==> src/rtl/counter_pkg.sv <==
// Shared definitions for the counter family: default widths and the timer FSM state type.
package counter_pkg;

    localparam int COUNTER_DATA_WIDTH     = 8;
    localparam int COUNTER_PRESCALE_WIDTH = 4;
    localparam int COUNTER_STEP           = 1;

    typedef enum logic [1:0] {
        IDLE = 2'd0,
        RUN  = 2'd1,
        DONE = 2'd2
    } timer_state_t;

endpackage : counter_pkg

==> src/rtl/timer_prescaler.sv <==
// Prescale counter for the countdown timer: emits a one-cycle tick every
// prescale+1 enabled cycles, restarting from zero whenever clr is high.
module timer_prescaler
    import counter_pkg::*;
#(
    parameter int PRESCALE_WIDTH = COUNTER_PRESCALE_WIDTH
) (
    input  logic                      clk,
    input  logic                      rst_n,
    input  logic                      en,
    input  logic                      clr,
    input  logic [PRESCALE_WIDTH-1:0] prescale,
    output logic                      tick
);

    logic [PRESCALE_WIDTH-1:0] count;

    // A clear suppresses the tick so a reload/stop cycle never also decrements.
    assign tick = en && !clr && (count == prescale);

    always_ff @(posedge clk or negedge rst_n) begin
        if (!rst_n) begin
            count <= '0;
        end else if (clr) begin
            count <= '0;
        end else if (en) begin
            if (count == prescale) begin
                count <= '0;
            end else begin
                count <= count + 1'b1;
            end
        end
    end

endmodule : timer_prescaler

==> src/rtl/countdown_timer.sv <==
// Programmable down-counting timer with one-shot / auto-reload modes,
// a one-cycle expiry pulse and a sticky interrupt flag.
module countdown_timer
    import counter_pkg::*;
#(
    parameter int DATA_WIDTH     = COUNTER_DATA_WIDTH,
    parameter int PRESCALE_WIDTH = COUNTER_PRESCALE_WIDTH,
    parameter int STEP           = COUNTER_STEP
) (
    input  logic                      clk,
    input  logic                      rst_n,
    input  logic                      en,
    input  logic                      start,
    input  logic                      stop,
    input  logic                      preload,
    input  logic [DATA_WIDTH-1:0]     input_data,
    input  logic                      periodic,
    input  logic [PRESCALE_WIDTH-1:0] prescale,
    input  logic                      irq_clr,
    output logic [DATA_WIDTH-1:0]     out_data,
    output logic                      busy,
    output logic                      expired,
    output logic                      irq
);

    localparam logic [DATA_WIDTH-1:0] STEP_VAL = DATA_WIDTH'(STEP);

    timer_state_t          state;
    timer_state_t          state_next;
    logic [DATA_WIDTH-1:0] reload;
    logic [DATA_WIDTH-1:0] reload_next;
    logic [DATA_WIDTH-1:0] count_next;
    logic                  expire_now;
    logic                  irq_next;
    logic                  presc_clr;
    logic                  tick;

    // Outside RUN the prescaler is held at zero, so every entry into RUN
    // sees a full prescale period before the first decrement.
    assign presc_clr = (state != RUN) || stop || preload;

    timer_prescaler #(
        .PRESCALE_WIDTH(PRESCALE_WIDTH)
    ) u_prescaler (
        .clk      (clk),
        .rst_n    (rst_n),
        .en       (en),
        .clr      (presc_clr),
        .prescale (prescale),
        .tick     (tick)
    );

    always_ff @(posedge clk or negedge rst_n) begin
        if (!rst_n) begin
            state <= IDLE;
        end else begin
            state <= state_next;
        end
    end

    // Control priority: stop, then preload, then start, then the prescaled tick.
    always_comb begin
        state_next  = state;
        count_next  = out_data;
        reload_next = reload;
        expire_now  = 1'b0;

        if (stop) begin
            state_next = IDLE;
        end else if (preload) begin
            reload_next = input_data;
            count_next  = input_data;
            if (state == DONE) begin
                state_next = IDLE;
            end
        end else if (start && (state != RUN)) begin
            if (state == DONE) begin
                count_next = reload;
                state_next = RUN;
            end else if (out_data != '0) begin
                state_next = RUN;
            end else begin
                expire_now = 1'b1;
                if (periodic) begin
                    count_next = reload;
                    state_next = RUN;
                end else begin
                    state_next = DONE;
                end
            end
        end else if (tick) begin
            // Compare before subtracting so the count saturates at zero.
            if (out_data > STEP_VAL) begin
                count_next = out_data - STEP_VAL;
            end else begin
                expire_now = 1'b1;
                if (periodic) begin
                    count_next = reload;
                end else begin
                    count_next = '0;
                    state_next = DONE;
                end
            end
        end

        if (expire_now) begin
            irq_next = 1'b1;
        end else if (irq_clr) begin
            irq_next = 1'b0;
        end else begin
            irq_next = irq;
        end
    end

    always_ff @(posedge clk or negedge rst_n) begin
        if (!rst_n) begin
            out_data <= '0;
            reload   <= '0;
            expired  <= 1'b0;
            irq      <= 1'b0;
        end else begin
            out_data <= count_next;
            reload   <= reload_next;
            expired  <= expire_now;
            irq      <= irq_next;
        end
    end

    assign busy = (state == RUN);

endmodule : countdown_timer

==> config.mk <==
export PLATFORM = sky130hd
export DESIGN_NAME = countdown_timer
export DESIGN_NICKNAME = d
export VERILOG_FILES = /design/src/rtl/counter_pkg.sv /design/src/rtl/timer_prescaler.sv /design/src/rtl/countdown_timer.sv
export SDC_FILE = /design/constraint.sdc
export NUM_CORES = 1
export LEC_CHECK = 0
export CAP_MARGIN = 20
export CORE_MARGIN = 3
export CORE_UTILIZATION = 53
export CTS_BUF_LIST = sky130_fd_sc_hd__clkbuf_8
export CTS_CLUSTER_SIZE = 40
export DETAILED_ROUTE_END_ITERATION = 6
export PLACE_DENSITY = 0.82
export SLEW_MARGIN = 0
export SYNTH_ARGS = -nofsm -noshare
export SYNTH_HDL_FRONTEND = slang
export SYNTH_SLANG_ARGS = --single-unit
==> constraint.sdc <==
create_clock -name clk -period 2.9 [get_ports clk]
set_clock_uncertainty 0.15 [all_clocks]
set_input_delay 0.435 -clock clk [delete_from_list [all_inputs] [get_ports clk]]
set_output_delay 0.435 -clock clk [all_outputs]
set_load 0.02 [all_outputs]
==> run_results.csv, run 1 <==
group,metric,value,unit
setup_path,cp-end-kind,"flop",
cells_and_area,n_antenna_cell,0,
floorplan,initial_core_util,56.0,%
yosys,syn-cell-area,1560,sq um
cells_and_area,layout-drive-gt1-share,15.2,%
route,firstDrtPassIters,4,
yosys,ys_seq_area_share,38.6,%
place,routabilityCongestion,0.922,
clock_tree,postCtsSetupRepairBufs,0,
yosys,synth_edf_count,0,
yosys,synth_most_common_cell,"dfrtp_1",
route,viasPerCell,6.46,
setup_path,slowest_delay,0.47,ns
flow_run,cap_violations,0,
yosys,synthTopCellsByCount,"dfrtp_1, nor2_1, o21ai_0",
power,p_sw,0.373,mW
clock_tree,clock_path_buffers,2,
yosys,synthMuxAreaShare,10.0,%
yosys,yosys_warnings,0,
yosys,synth-seq-cells,24,
cells_and_area,nets,210,
yosys,synth_area_leader_cell,"dfrtp_1",
floorplan,fp.dieW,60.2,um
power,p_sw_share,35.6,%
timing,grt_setup_unrepaired,"false",
timing,hold_violations,0,
place,port-buffer-count,30,
timing,drv_slew,0,
cells_and_area,syn_to_final_growth,23.1,%
yosys,ys.flop_type,"dfrtp_1",
power,combPwrFrac,37.0,%
clock_tree,cts-root-buf,"clkbuf_8",
clock_tree,insertion_delay,0.26,ns
power,p_int,0.675,mW
clock_tree,cts_resized,0,
yosys,syn_avg_cell_area,10.2,sq um
clock_tree,cts_tree,"done",
setup_path,startpoint_type,"flop",
place,dpl.hpwl,2.80,mm
yosys,synth_cells,153,
setup_path,critical_path_class,"reg -> reg",
global_routing,met2_usage,32.9,%
hold_path,hp-class,"reg -> reg",
yosys,synth_area_leaders,"dfrtp_1, mux2_2, o21ai_0",
global_routing,grt.total_usage,22.2,%
power,peakVddDrop,549,uV
route,ant_nets,0,
yosys,ys_types,52,
yosys,syn_nets,177,
yosys,synth_top_area_share,38.6,%
global_routing,grt-busiest-layer,"met2",
route,wl_per_cell,17.2,um
floorplan,die_y,60.2,um
power,power.total,1.05,mW
timing,setup_viol,0,
timing,max_slew.worst_pin.slew,0.609,ns
global_routing,grt_max_degree,25,
route,dr.first_iter.drc_count,72,
setup_path,crit_path_cell_trace,"inv_1, ha_1, or2_2, and3_1, a21o_1, a221o_1, mux2_4",
setup_path,slowest_stage,"dfrtp_1",
yosys,synth_xor_area_share,3.94,%
yosys,synth-compound-area-share,19.4,%
power,p_seq_share,44.4,%
clock_tree,numCtsBuffers,3,
floorplan,core_area,2780,sq um
floorplan,ios,31,
setup_path,required,2.90,ns
timing,period_share,86.9,%
run_status,outcome,"finished, final reports clean",
global_routing,met3_usage,4.32,%
power,p_leak,0.827,nW
yosys,async_flop_share,100,%
power,clkPwrFrac,18.5,%
setup_path,worst-path-max-fanout,7,
global_routing,grt_pass1_vias,1280,
power,power.density,547,nW/um^2
timing,relSlewSlack,59.1,%
global_routing,grt_overflow,0,
clock_tree,clk_pin_slew_worst_paths,0.08,ns
floorplan,row_count,19,
clock_tree,cts.sinks,24,
clock_tree,hold_buffers,0,
timing,max_freq,397,MHz
clock_tree,h-tree-depth,1,
route,route.detailed.drc,0,
yosys,synthSimpleGateAreaFrac,19.6,%
timing,setup_tns,0,ns
route,vias,1389,
route,routed_wl,3.70,mm
global_routing,grt_pass1_wl,5.99,mm
timing,period_needed,2.52,ns
global_routing,antenna_found_initial,0,
floorplan,dieArea,3620,sq um
yosys,synthAdderAreaFrac,3.22,%
yosys,synth_top_family_by_area,"simple AND/OR/NAND/NOR gates",
setup_path,cp.arrival,2.52,ns
global_routing,global_route.usage.met1,31.3,%
## layer usage
metal  vias up  part of all wire, %
li1        639                    -
met1       664                   44
met2        69                   45
met3        17                  6.9
met4         0                  3.2
met5         -                    0
## power by group through the flow
| stage | clock (mW) | combinational (mW) | sequential (mW) |
|---|---|---|---|
| CTS | 0.199 | 0.386 | 0.462 |
| global route | 0.212 | 0.418 | 0.471 |
| finish | 0.194 | 0.388 | 0.466 |
| detailed placement | 0 | 0.383 | 0.469 |
| floorplan | 0 | 0.220 | 0.479 |
| global placement | 0 | 0.377 | 0.463 |
## worst paths after layout
kind,startpoint,endpoint,slack [ns],cells after the start
worst max register to register,out_data[0],out_data[4],0.38,7
worst max-delay path,out_data[0],out_data[4],0.38,7
min in group asynchronous,rst_n,u_prescaler.count[1],0.36,2
worst min-delay path,irq,irq,0.34,1
worst min register to register,irq,irq,0.34,1
max in group asynchronous,rst_n,reload[1],2.00,2
## area by class of cell
| type | count | area, sq um |
|---|---|---|
| multi-input cells | 115 | 875 |
| fillers | 223 | 866 |
| flip-flops and latches | 24 | 601 |
| repair buffers | 34 | 330 |
| clock buffers | 3 | 41.3 |
| well taps | 31 | 38.8 |
| inverters | 8 | 30.0 |
## registers in the layout, summed over array words and instances (netlist names)
name and cells:
out_data 8, reload 8, u_prescaler.count 4, state 2, expired 1, irq 1
## through the flow
stage | area (sq um) | util (%) | hold slack (ns) | setup WS (ns) | std cells
after global routing | 1920 | 68.9 | 0.378 | 0.316 | 215
after global placement | 1870 | 67.4 | 0.318 | 0.318 | 212
after floorplan | 1560 | - | -0.0106 | 0.442 | 153
final | 1920 | 68.9 | 0.338 | 0.381 | 215
after CTS | 1920 | 68.9 | 0.346 | 0.414 | 215
after detailed placement | 1870 | 67.4 | 0.323 | 0.276 | 212
## cells in the final DEF (no fill, tap or decap), types with 5 or more instances in the layout
cell and n:
dfrtp_1 24, xor2_1 5, clkdlybuf4s50_1 30, o21ai_0 11
inv_1 7, nor2_1 12, mux2_2 9
## worst max-delay path, delay by kind of cell, from the launching register on
family                     cells  cell delay, ns
buffers and inverters          1            0.09
DFF                            1            0.47
muxes                          1            0.27
adders and majority gates      1            0.25
and+or+nand+nor                2            0.58
AOI/OAI and AO/OA              2            0.60
## kinds of logic (layout without fill, tap and decap cells)
family,count (synthesis),count (layout)
adder cells (fa/ha/maj),4,4
flip-flops,24,24
buffers and inverters,14,45
XOR/XNOR,7,7
AO/OA/AOI/OAI,41,41
multiplexers,13,13
AND/OR/NAND/NOR,50,50
Power figures use the tool's default switching activity.
==> inputs of run 2 (changes only) <==
--- a/config.mk
+++ b/config.mk
@@ -12,6 +12,7 @@
 export CTS_CLUSTER_SIZE = 40
 export DETAILED_ROUTE_END_ITERATION = 6
 export PLACE_DENSITY = 0.82
+export REMOVE_ABC_BUFFERS = 1
 export SLEW_MARGIN = 0
 export SYNTH_ARGS = -nofsm -noshare
 export SYNTH_HDL_FRONTEND = slang
==> run 2 against run 1 <==
  * Register-to-register slack barely moved
  * Critical path depth stayed put
  * Global-route usage rose by 0.44 points
  * Sequential cell count is the same
==> run_results.csv, run 2 (same netlist as run 1, synthesis figures left out) <==
group,metric,value,unit
route,routed_wl,3.75,mm
floorplan,fp.dieW,60.2,um
cells_and_area,layout-drive-gt1-share,14.8,%
route,dr.first_iter.drc_count,85,
flow_run,cap_violations,0,
setup_path,cp-end-kind,"flop",
timing,hold_slack,0.349,ns
clock_tree,numCtsBuffers,3,
hold_path,hp-start,"irq",
route,route.detailed.drc,0,
setup_path,startpoint_type,"flop",
timing,period_share,87.0,%
timing,setup_viol,0,
cells_and_area,design_area,1910,sq um
timing,max_slew.worst_pin.slew,0.638,ns
place,dpl.hpwl,2.87,mm
cells_and_area,top_regs,"out_data: 8 flops, reload: 8 flops, u_prescaler.count: 4 flops",
power,p_leak,0.822,nW
cells_and_area,final_common_cell,"clkdlybuf4s50_1",
place,pre_cts_slack,0.252,ns
cells_and_area,n_antenna_cell,0,
power,peakVddDrop,395,uV
floorplan,core_area,2780,sq um
clock_tree,cts.sinks,24,
timing,drv_slew,0,
timing,max_freq,396,MHz
timing,grt_setup_unrepaired,"false",
floorplan,die_y,60.2,um
setup_path,critical_path_class,"reg -> reg",
timing,setup_tns,0,ns
setup_path,worst-path-max-fanout,7,
route,ant_nets,0,
floorplan,initial_core_util,56.0,%
setup_path,timing.rr.end,"out_data[4]",
clock_tree,cts_tree,"done",
hold_path,holdPathStages,1,
setup_path,r2r_slack,0.38,ns
clock_tree,postCtsSetupRepairBufs,0,
clock_tree,clock_path_buffers,2,
power,power.density,549,nW/um^2
place,port-buffer-count,30,
place,placed_cell_area,1870,sq um
route,firstDrtPassIters,4,
timing,period_needed,2.52,ns
clock_tree,h-tree-depth,1,
place,routabilityCongestion,0.949,
clock_tree,clk_pin_slew_worst_paths,0.08,ns
setup_path,cp.arrival,2.52,ns
cells_and_area,seqCellArea,601,sq um
run_status,outcome,"finished, final reports clean",
floorplan,ios,31,
timing,setup_ws,0.377,ns
floorplan,dieArea,3620,sq um
clock_tree,insertion_delay,0.27,ns
clock_tree,cts_resized,0,
cells_and_area,fillers,202,
global_routing,grt_overflow,0,
clock_tree,cts-root-buf,"clkbuf_8",
global_routing,grt_max_degree,25,
clock_tree,hold_buffers,0,
cells_and_area,final_cell_mix,"clkdlybuf4s50_1, dfrtp_1, nor2_1",
route,vias,1351,
cells_and_area,syn_to_final_growth,22.6,%
cells_and_area,multiInputGateArea,875,sq um
route,viasPerCell,6.31,
cells_and_area,nets,209,
route,wl_per_cell,17.5,um
cells_and_area,final_core_util,68.6,%
global_routing,grt_pass1_wl,6.19,mm
timing,relSlewSlack,57.1,%
setup_path,r2r-start,"out_data[0]",
timing,hold_violations,0,
floorplan,row_count,19,
global_routing,grt_pass1_vias,1308,
setup_path,required,2.90,ns
hold_path,hp-class,"reg -> reg",
global_routing,antenna_found_initial,0,
global_routing,grt.total_usage,22.7,%
setup_path,r2r_cells,7,
hold_path,whs_endpoint,"irq",
## run 2: cell count changes in the layout (fill, tap and decap cells not counted), sizes merged
cell | before | now
buf | 4 | 3
## run 2: worst max path at each step
stage           startpoint     endpoint  slack [ns]  cells after the start
3_5_place_dp   prescale[1]  out_data[0]        0.25                      6
4_1_cts        out_data[0]  out_data[4]        0.39                      7
3_3_place_gp   prescale[1]  out_data[4]        0.31                      6
6_report       out_data[0]  out_data[4]        0.38                      7
2_1_floorplan  out_data[0]  out_data[4]        0.52                      7
5_1_grt        out_data[0]  out_data[4]        0.30                      7
## run 2: area by class of cell
type                            count  area share (%)
Inverter                            8            1.57
Multi-Input combinational cell    115            45.8
Tap cell                           31            2.03
Sequential cell                    24            31.5
Clock buffer                        3            2.16
Timing Repair Buffer               33            16.9
## run 2: stage by stage
| step | power (mW) | std cells |
|---|---|---|
| floorplan | 0.681 | 147 |
| global placement | 0.844 | 211 |
| detailed placement | 0.855 | 211 |
| CTS | 1.05 | 214 |
| global route | 1.11 | 214 |
| finish | 1.05 | 214 |
## run 2: critical path, cell delays in order, from the launching register on
cell and delay [ns]:
dfrtp_1 0.48, inv_1 0.10, ha_1 0.24, or2_2 0.34, and3_1 0.25, a21o_1 0.26
a221o_1 0.31, mux2_4 0.27
## run 2: per-layer routing
layer,vias to the layer above,global-route usage [%],wire (um)
met4,0,7.59,50
met3,6,3.02,291
met1,644,32.7,1670
met2,67,34.9,1740
met5,-,0,0
li1,634,-,-
## run 2: power by group
group	total (mW)	internal (mW)	switching (mW)	leakage, nW
Clock	0.196	0.0929	0.103	0.0216
Combinational	0.393	0.200	0.193	0.500
Sequential	0.458	0.383	0.0754	0.301
